**config.mk**
```make
export PLATFORM = sky130hd
export DESIGN_NAME = clic_irq_sink
export DESIGN_NICKNAME = d
export VERILOG_FILES = /design/src/rtl/clic_pkg.sv /design/src/rtl/clic_level_stack.sv /design/src/rtl/clic_irq_sink.sv
export SDC_FILE = /design/constraint.sdc
export NUM_CORES = 1
export LEC_CHECK = 0
export CAP_MARGIN = 10
export CORE_ASPECT_RATIO = 0.9
export CORE_MARGIN = 1
export CORE_UTILIZATION = 30
export DETAILED_ROUTE_END_ITERATION = 8
export PLACE_DENSITY = 0.55
export SETUP_SLACK_MARGIN = 0.1
export SYNTH_ARGS = -nofsm -noshare
export SYNTH_HDL_FRONTEND = slang
export SYNTH_SLANG_ARGS = --single-unit
```
**constraint.sdc**
```tcl
create_clock -name clk_i -period 3.08 [get_ports clk_i]
set_input_delay 0.462 -clock clk_i [delete_from_list [all_inputs] [get_ports clk_i]]
set_output_delay 0.462 -clock clk_i [all_outputs]
set_load 0.01 [all_outputs]
```
**src/rtl/clic_pkg.sv**
```systemverilog
// clic_pkg: shared types for the CLIC interrupt sink.
// Holds the sink FSM states, the level type and default level width.
package clic_pkg;

  localparam int unsigned PRIO_W = 8;

  typedef logic [PRIO_W-1:0] level_t;

  typedef enum logic {
    IDLE = 1'b0,
    REQ  = 1'b1
  } sink_state_e;

endpackage

```
**src/rtl/clic_level_stack.sv**
```systemverilog
// clic_level_stack: saved interrupt-level storage (mpil).
// Ports: clk_i, rst_ni, push_i/pop_i, data_i (level to save),
// top_o (current saved level), ovf_o (sticky overflow).
// CLIC_NEST_STACK_EN: LIFO of Depth levels, else single register.
module clic_level_stack #(
  parameter int unsigned Width = 8,
  parameter int unsigned Depth = 4
) (
  input  logic             clk_i,
  input  logic             rst_ni,
  input  logic             push_i,
  input  logic             pop_i,
  input  logic [Width-1:0] data_i,
  output logic [Width-1:0] top_o,
  output logic             ovf_o
);

  if (Depth < 1) begin : g_bad_depth
    $error("clic_level_stack: Depth must be >= 1");
  end

`ifdef CLIC_NEST_STACK_EN
  localparam int unsigned CntW = $clog2(Depth + 1);

  // mem_q[0] is the top; slots at or above cnt_q are zero,
  // so an empty stack reads back 0 with no extra muxing.
  logic [Width-1:0] mem_q [Depth];
  logic [CntW-1:0]  cnt_q;
  logic             ovf_q;
  logic             full;
  logic             empty;

  assign full  = (cnt_q == CntW'(Depth));
  assign empty = (cnt_q == '0);
  assign top_o = mem_q[0];
  assign ovf_o = ovf_q;

  always_ff @(posedge clk_i or negedge rst_ni) begin
    if (!rst_ni) begin
      for (int i = 0; i < int'(Depth); i++) begin
        mem_q[i] <= '0;
      end
      cnt_q <= '0;
      ovf_q <= 1'b0;
    end else if (push_i && !pop_i) begin
      // Shift up; when full the oldest falls off the end.
      for (int i = int'(Depth) - 1; i > 0; i--) begin
        mem_q[i] <= mem_q[i-1];
      end
      mem_q[0] <= data_i;
      if (full) begin
        ovf_q <= 1'b1;
      end else begin
        cnt_q <= cnt_q + 1'b1;
      end
    end else if (pop_i && !push_i) begin
      for (int i = 0; i < int'(Depth) - 1; i++) begin
        mem_q[i] <= mem_q[i+1];
      end
      mem_q[Depth-1] <= '0;
      if (!empty) begin
        cnt_q <= cnt_q - 1'b1;
      end
    end
  end
`else
  logic [Width-1:0] mpil_q;

  assign top_o = mpil_q;
  assign ovf_o = 1'b0;

  // Pop leaves mpil in place; push+pop would rewrite the
  // same value, so it is a no-op.
  always_ff @(posedge clk_i or negedge rst_ni) begin
    if (!rst_ni) begin
      mpil_q <= '0;
    end else if (push_i && !pop_i) begin
      mpil_q <= data_i;
    end
  end
`endif

endmodule

```
**src/rtl/clic_irq_sink.sv**
```systemverilog
// clic_irq_sink: core-side receiver of the CLIC valid/id/level
// handshake; filters on mie/thresh/mil, requests a trap, tracks mil.
// Ports: irq_valid_i/irq_id_i/irq_level_i in, irq_ready_o out (comb);
// mie_i, thresh_i, debug_i filters; trap_req_o/trap_id_o/trap_level_o
// to pipeline, trap_ack_i back; mret_i, mil_we_i/mil_wdata_i;
// mil_o, mpil_o, nest_ovf_o status.
// CLIC_NEST_STACK_EN selects a nested level stack for mpil.
module clic_irq_sink
  import clic_pkg::*;
#(
  parameter  int unsigned N_SOURCE  = 256,
  parameter  int unsigned PrioWidth = PRIO_W,
  parameter  int unsigned NestDepth = 4,
  localparam int unsigned IdWidth   = $clog2(N_SOURCE)
) (
  input  logic                 clk_i,
  input  logic                 rst_ni,
  input  logic                 irq_valid_i,
  input  logic [IdWidth-1:0]   irq_id_i,
  input  logic [PrioWidth-1:0] irq_level_i,
  output logic                 irq_ready_o,
  input  logic                 mie_i,
  input  logic [PrioWidth-1:0] thresh_i,
  input  logic                 debug_i,
  output logic                 trap_req_o,
  output logic [IdWidth-1:0]   trap_id_o,
  output logic [PrioWidth-1:0] trap_level_o,
  input  logic                 trap_ack_i,
  input  logic                 mret_i,
  input  logic                 mil_we_i,
  input  logic [PrioWidth-1:0] mil_wdata_i,
  output logic [PrioWidth-1:0] mil_o,
  output logic [PrioWidth-1:0] mpil_o,
  output logic                 nest_ovf_o
);

  sink_state_e          state_q, state_d;
  logic [IdWidth-1:0]   id_q, id_d;
  logic [PrioWidth-1:0] lvl_q, lvl_d;
  logic [PrioWidth-1:0] mil_q, mil_d;
  logic [PrioWidth-1:0] mpil;
  logic                 eligible;
  logic                 withdraw;
  logic                 accept;

  assign eligible = irq_valid_i & mie_i & ~debug_i
                  & (irq_level_i > mil_q)
                  & (irq_level_i > thresh_i);

  // Latched level must still beat max(mil, thresh).
  assign withdraw = ~irq_valid_i | ~mie_i | debug_i
                  | (lvl_q <= mil_q)
                  | (lvl_q <= thresh_i);

  assign accept = (state_q == REQ) & trap_ack_i & ~withdraw;

  always_comb begin
    state_d = state_q;
    id_d    = id_q;
    lvl_d   = lvl_q;
    unique case (state_q)
      IDLE: begin
        if (eligible) begin
          state_d = REQ;
          id_d    = irq_id_i;
          lvl_d   = irq_level_i;
        end
      end
      REQ: begin
        if (withdraw || accept) begin
          state_d = IDLE;
        end
      end
      default: state_d = IDLE;
    endcase
  end

  // Accept beats mret beats software write.
  always_comb begin
    mil_d = mil_q;
    if (accept) begin
      mil_d = lvl_q;
    end else if (mret_i) begin
      mil_d = mpil;
    end else if (mil_we_i) begin
      mil_d = mil_wdata_i;
    end
  end

  always_ff @(posedge clk_i or negedge rst_ni) begin
    if (!rst_ni) begin
      state_q <= IDLE;
      id_q    <= '0;
      lvl_q   <= '0;
      mil_q   <= '0;
    end else begin
      state_q <= state_d;
      id_q    <= id_d;
      lvl_q   <= lvl_d;
      mil_q   <= mil_d;
    end
  end

  clic_level_stack #(
    .Width (PrioWidth),
    .Depth (NestDepth)
  ) u_stack (
    .clk_i  (clk_i),
    .rst_ni (rst_ni),
    .push_i (accept),
    .pop_i  (mret_i),
    .data_i (mil_q),
    .top_o  (mpil),
    .ovf_o  (nest_ovf_o)
  );

  assign irq_ready_o  = accept;
  assign trap_req_o   = (state_q == REQ);
  assign trap_id_o    = id_q;
  assign trap_level_o = lvl_q;
  assign mil_o        = mil_q;
  assign mpil_o       = mpil;

endmodule
```
Word-level counts from Yosys, hierarchy flattened
Index checks and enable logic that the tools add are counted.
W data, S select, Z words.
{ "classes": {"bitwise_logic": 15, "n_lt_le_gt_ge": 4, "n_mux": 6, "reduce_logical": 5} }
{ "op_table": {"columns": ["op", "n"], "rows": [
  ["$mux W8", 3],
  ["$gt A8 B8 Y1", 2],
  ["$le A8 B8 Y1", 2],
  ["$and A1 B1 Y1", 6],
  ["$not A1 Y1", 5],
  ["$or A1 B1 Y1", 4],
  ["$reduce_bool A3 Y1", 1],
  ["$mux W1", 2],
  ["$pmux W1 S2", 1],
  ["$reduce_and A2 Y1", 1],
  ["$logic_and A1 B1 Y1", 1],
  ["$logic_not A1 Y1", 1],
  ["$logic_or A1 B1 Y1", 1]
]} }
{ "totals": {"reg_bits": 33, "elab_cells": 35} }

Longest topological paths before layout
{ "logic_depth": {"ltp_word": 10, "mapped_depth": 9} }

By module
From an unflattened synthesis, not the netlist that was laid out.
{ "unflattened": {"hier_cells": 195, "area_unflattened_um2": 2249.7} }
{ "by_module_without_submodules": {"columns": ["module", "cells_each", "instances", "seq_area_each_um2", "area_each_um2"], "rows": [
  ["clic_irq_sink", 175, 1, 625.6, 1893.1],
  ["clic_level_stack", 20, 1, 200.2, 356.6]
]} }

Worst setup path before layout
No wires, ideal clock.
{ "synth_timing": {"path_type": "input -> output", "startpoint": "in thresh_i[1]", "endpoint": "out irq_ready_o", "t_arrival_ns": 1.731, "slack_ns": 0.887, "stages": 8, "cell_sequence": "inv_1 ha_1 nor2b_1 o211ai_1 a21oi_1 o32a_2 nand3_4 inv_1"} }
{ "synth_via": {"elab_chain_len": 4} }
{ "synth_rtl": {"columns": ["item", "line", "source"], "rows": [
  ["start, declared", "clic_irq_sink.sv:23", "input logic [PrioWidth-1:0] thresh_i,"],
  ["$le A8 B8 Y1", "clic_irq_sink.sv:53", "| (lvl_q <= thresh_i);"],
  ["$or A1 B1 Y1", "clic_irq_sink.sv:53", null],
  ["$not A1 Y1", "clic_irq_sink.sv:55", "assign accept = (state_q == REQ) & trap_ack_i & ~withdraw;"],
  ["$and A1 B1 Y1", "clic_irq_sink.sv:55", null],
  ["end, declared", "clic_irq_sink.sv:21", "output logic irq_ready_o,"]
]} }
Every way passes these cells.

Final worst setup path
Same ends and word-level chain as after synthesis.

==> results.py <==
metrics = {
    "run_status": {
        "status": "complete, no violations",
    },
    "finish": {
        "n_antenna_cell": 0,
        "fin_util_pct": 44.6,
        "nets": 353,
        "instances_no_fill": 373,
        "drive_gt1_share_pct": 19.6,
        "stdcell_area_um2": 3190,
        "area_growth_pct": 42.3,
    },
    "job": {
        "drv_cap": 0,
    },
    "clock_network": {
        "post-cts-setup-buffers": 0,
        "clk_pin_slew_worst_paths_ns": 0.06,
        "cts_max_path_buffers": 2,
        "worstSkewPairLatency_ns": 0.28,
        "cts_tree": "built",
        "cts-root-buf": "clkbuf_8",
        "cts_sinks": 33,
        "htreeDepth": 2,
        "cts_buffers": 5,
    },
    "yosys": {
        "synthDistinctLibCells": 32,
        "synth_nets": 269,
        "async_reset_ff_share_pct": 100,
        "synth-edff-count": 0,
        "netlist_instances": 197,
        "yosysSeqAreaShare_pct": 36.9,
        "ys_seq_elements": 33,
        "yosysWarningCount": 0,
        "synth_top_area_share_pct": 36.9,
        "synth_area_leaders": "dfrtp_1, ha_1, mux2_2, mux2_4, mux2i_1",
        "synth_flop_cell": "dfrtp_1",
        "syn_area_um2": 2240,
        "synth_area_leader_cell": "dfrtp_1",
        "syn_avg_cell_area_um2": 11.4,
    },
    "sta": {
        "period_share_pct": 93.5,
        "fin_crit_ns": 2.88,
        "slew_viol_final": 0,
        "fin_hold_ws_ns": 0.241,
        "max_clock_freq_mhz": 347,
        "setup_viol": 0,
        "rsz0062_at_grt": "false",
        "final_hold_viol_count": 0,
        "max_slew.worst_pin.slew_ns": 1.07,
        "setup_ws_ns": 0.201,
        "slew_headroom_pct": 28.5,
        "fin_skew_ns": 0.00371,
    },
    "global_routing": {
        "grt_use_met1_pct": 19.0,
        "antenna_found_initial": 0,
        "gr-total-overflow": 0,
        "grt_use_met3_pct": 3.28,
        "grt_max_degree": 34,
        "grt_pass1_wl_mm": 9.03,
        "grt_pass1_vias": 1908,
        "top_usage_layer": "met2",
        "grt_use_met2_pct": 25.3,
        "grtUsageTotal_pct": 14.9,
    },
    "critical_path": {
        "worstPathRequired_ns": 2.62,
        "crit_chain": "clkdlybuf4s50_1, inv_1, ha_1, nor2b_1, o211ai_1, a21oi_1, o32a_2, nand3_4, inv_1, dlygate4sd2_1",
        "r2r_slack_ns": 0.48,
        "r2r_end": "trap_id_o[1]",
        "slowest_stage": "clkdlybuf4s50_1",
        "r2r_start": "mil_o[3]",
        "path_class": "in2out",
        "ff2ff_path_depth": 6,
        "slowest_delay_ns": 0.46,
        "cp_data_arrival_time_ns": 2.42,
        "cp-end-kind": "output port",
        "cp_common_cell": "inv_1",
        "worstPathMaxFanout": 2,
        "start_kind": "input port",
    },
    "floorplan": {
        "rows": 29,
        "start_util_pct": 31.3,
        "fp.coreArea_um2": 7150,
        "die_area_um2": 7820,
        "io_pins": 75,
        "die_h_um": 84.0,
        "die_w_um": 93.1,
    },
    "placed_design": {
        "dpl.hpwl_mm": 4.23,
        "post_dp_cell_area_um2": 3120,
        "dp.cells": 367,
        "gp_congestion": 0.775,
        "place_ws_ns": -0.0145,
        "io_buffer_count": 73,
    },
    "power": {
        "power_density_nw_per_um2": 487,
        "switching_share_pct": 32.3,
        "seq_power_share_pct": 38.8,
        "power_frac_clock_pct": 19.5,
        "peakVddDrop_mv": 0.301,
        "power.internal_w": 0.00105,
        "comb_power_share_pct": 41.7,
        "leakagePower_nw": 1.53,
        "switchingPower_w": 0.000502,
    },
    "hold_path": {
        "holdCritPathClass": "in2async",
    },
    "detailed_routing": {
        "vias": 1777,
        "wirelength_mm": 5.32,
        "drt_iter0_drc": 53,
        "antenna_left": 0,
        "wl_per_cell_um": 14.3,
        "drc": 0,
        "viasPerCell": 4.76,
        "drt_pass1_iterations": 4,
    },
}
==> final cells by class <==
cell class,count,area (um2)
multi-input combinational,141,1310
inverter,18,67.6
clock buffer,5,68.8
tap,93,116
clock inverter,1,5.00
sequential,33,826
fill,703,3960
timing repair buffer,82,792
==> cells by family after synthesis <==
logic type	after synthesis	share of synthesized area [%]
mux	40	20.9
compound gates	35	10.8
simple gates	33	8.93
flops	33	36.9
fa+ha+maj	32	17.9
buf+inv	23	4.52
other cells	1	0.167
==> synth_stat cells, types with 3 or more instances <==
| master | count |
|---|---|
| ha_1 | 32 |
| o211ai_1 | 3 |
| mux2_2 | 22 |
| mux2i_1 | 10 |
| nand3_1 | 4 |
| mux2_4 | 8 |
| nor2b_1 | 3 |
| inv_1 | 18 |
| dfrtp_1 | 33 |
| a21o_1 | 3 |
| nand4_1 | 6 |
| clkbuf_1 | 3 |
| nor2_1 | 4 |
| o21ai_0 | 10 |
| a21oi_1 | 11 |
| nand2_1 | 10 |
==> flip-flops by register name, indices dropped and copies added, names as in the netlist <==
register / count
mil_o: 8
trap_id_o: 8
trap_level_o: 8
u_stack.top_o: 8
trap_req_o: 1
==> how the worst max path moves through the flow <==
stage                     start           to  slack (ns)  cells past startpoint
floorplan           thresh_i[1]  irq_ready_o        0.89                      8
global placement    thresh_i[1]  irq_ready_o      -0.002                     10
detailed placement  thresh_i[1]  irq_ready_o       -0.01                     10
CTS                 thresh_i[1]  irq_ready_o        0.18                     10
global route        thresh_i[1]  irq_ready_o        0.10                     10
finish              thresh_i[1]  irq_ready_o        0.20                     10
==> per-stage QoR <==
| step | power, W | setup TNS, ns |
|---|---|---|
| 3_5_place_dp | 0.00127 | -0.0145 |
| 2_1_floorplan | 0.000938 | 0 |
| 5_1_grt | 0.00169 | 0 |
| 3_3_place_gp | 0.00126 | -0.00235 |
| 4_1_cts | 0.00159 | 0 |
| 6_report | 0.00155 | 0 |
==> power groups by stage <==
stage / Combinational [W] / Sequential, W / Clock (W)
4_1_cts: 0.000660 / 0.000608 / 0.000320
6_report: 0.000648 / 0.000603 / 0.000303
3_3_place_gp: 0.000651 / 0.000613 / 0
5_1_grt: 0.000726 / 0.000618 / 0.000342
3_5_place_dp: 0.000655 / 0.000612 / 0
2_1_floorplan: 0.000312 / 0.000626 / 0
==> critical path: cells and delay by family <==
family,cells,cell delay (ns)
fa+ha+maj,1,0.29
compound gates,3,0.63
simple gates,2,0.22
buf+inv,4,0.82
==> layer usage <==
metal	vias to the layer above	wire (um)
met5	-	0
met3	5	302
li1	879	-
met4	0	48
met2	55	2560
met1	838	2400
==> timing repair <==
| item | CTS | global route |
|---|---|---|
| hold buffers | 0 | 0 |
| endpoints found under the setup margin | 1 | 0 |
| gates resized for setup | 1 | 0 |
==> layout by cell type, fill, tap and decap left out, drive strengths merged, types with 2 or more instances in the layout <==
cell type / Yosys / routed
clkdlybuf4s50: 0 / 71
inv: 18 / 18
nand4: 6 / 6
nor3: 2 / 2
a21oi: 12 / 12
buf: 2 / 10
nand2: 10 / 10
mux2: 30 / 30
clkbuf: 3 / 5
nor2: 4 / 4
dfrtp: 33 / 33
a21o: 3 / 3
ha: 32 / 32
o211ai: 4 / 4
nand3: 5 / 5
nor2b: 4 / 4
mux2i: 10 / 10
o21ai: 11 / 11
(Power assumes the default switching activity.)
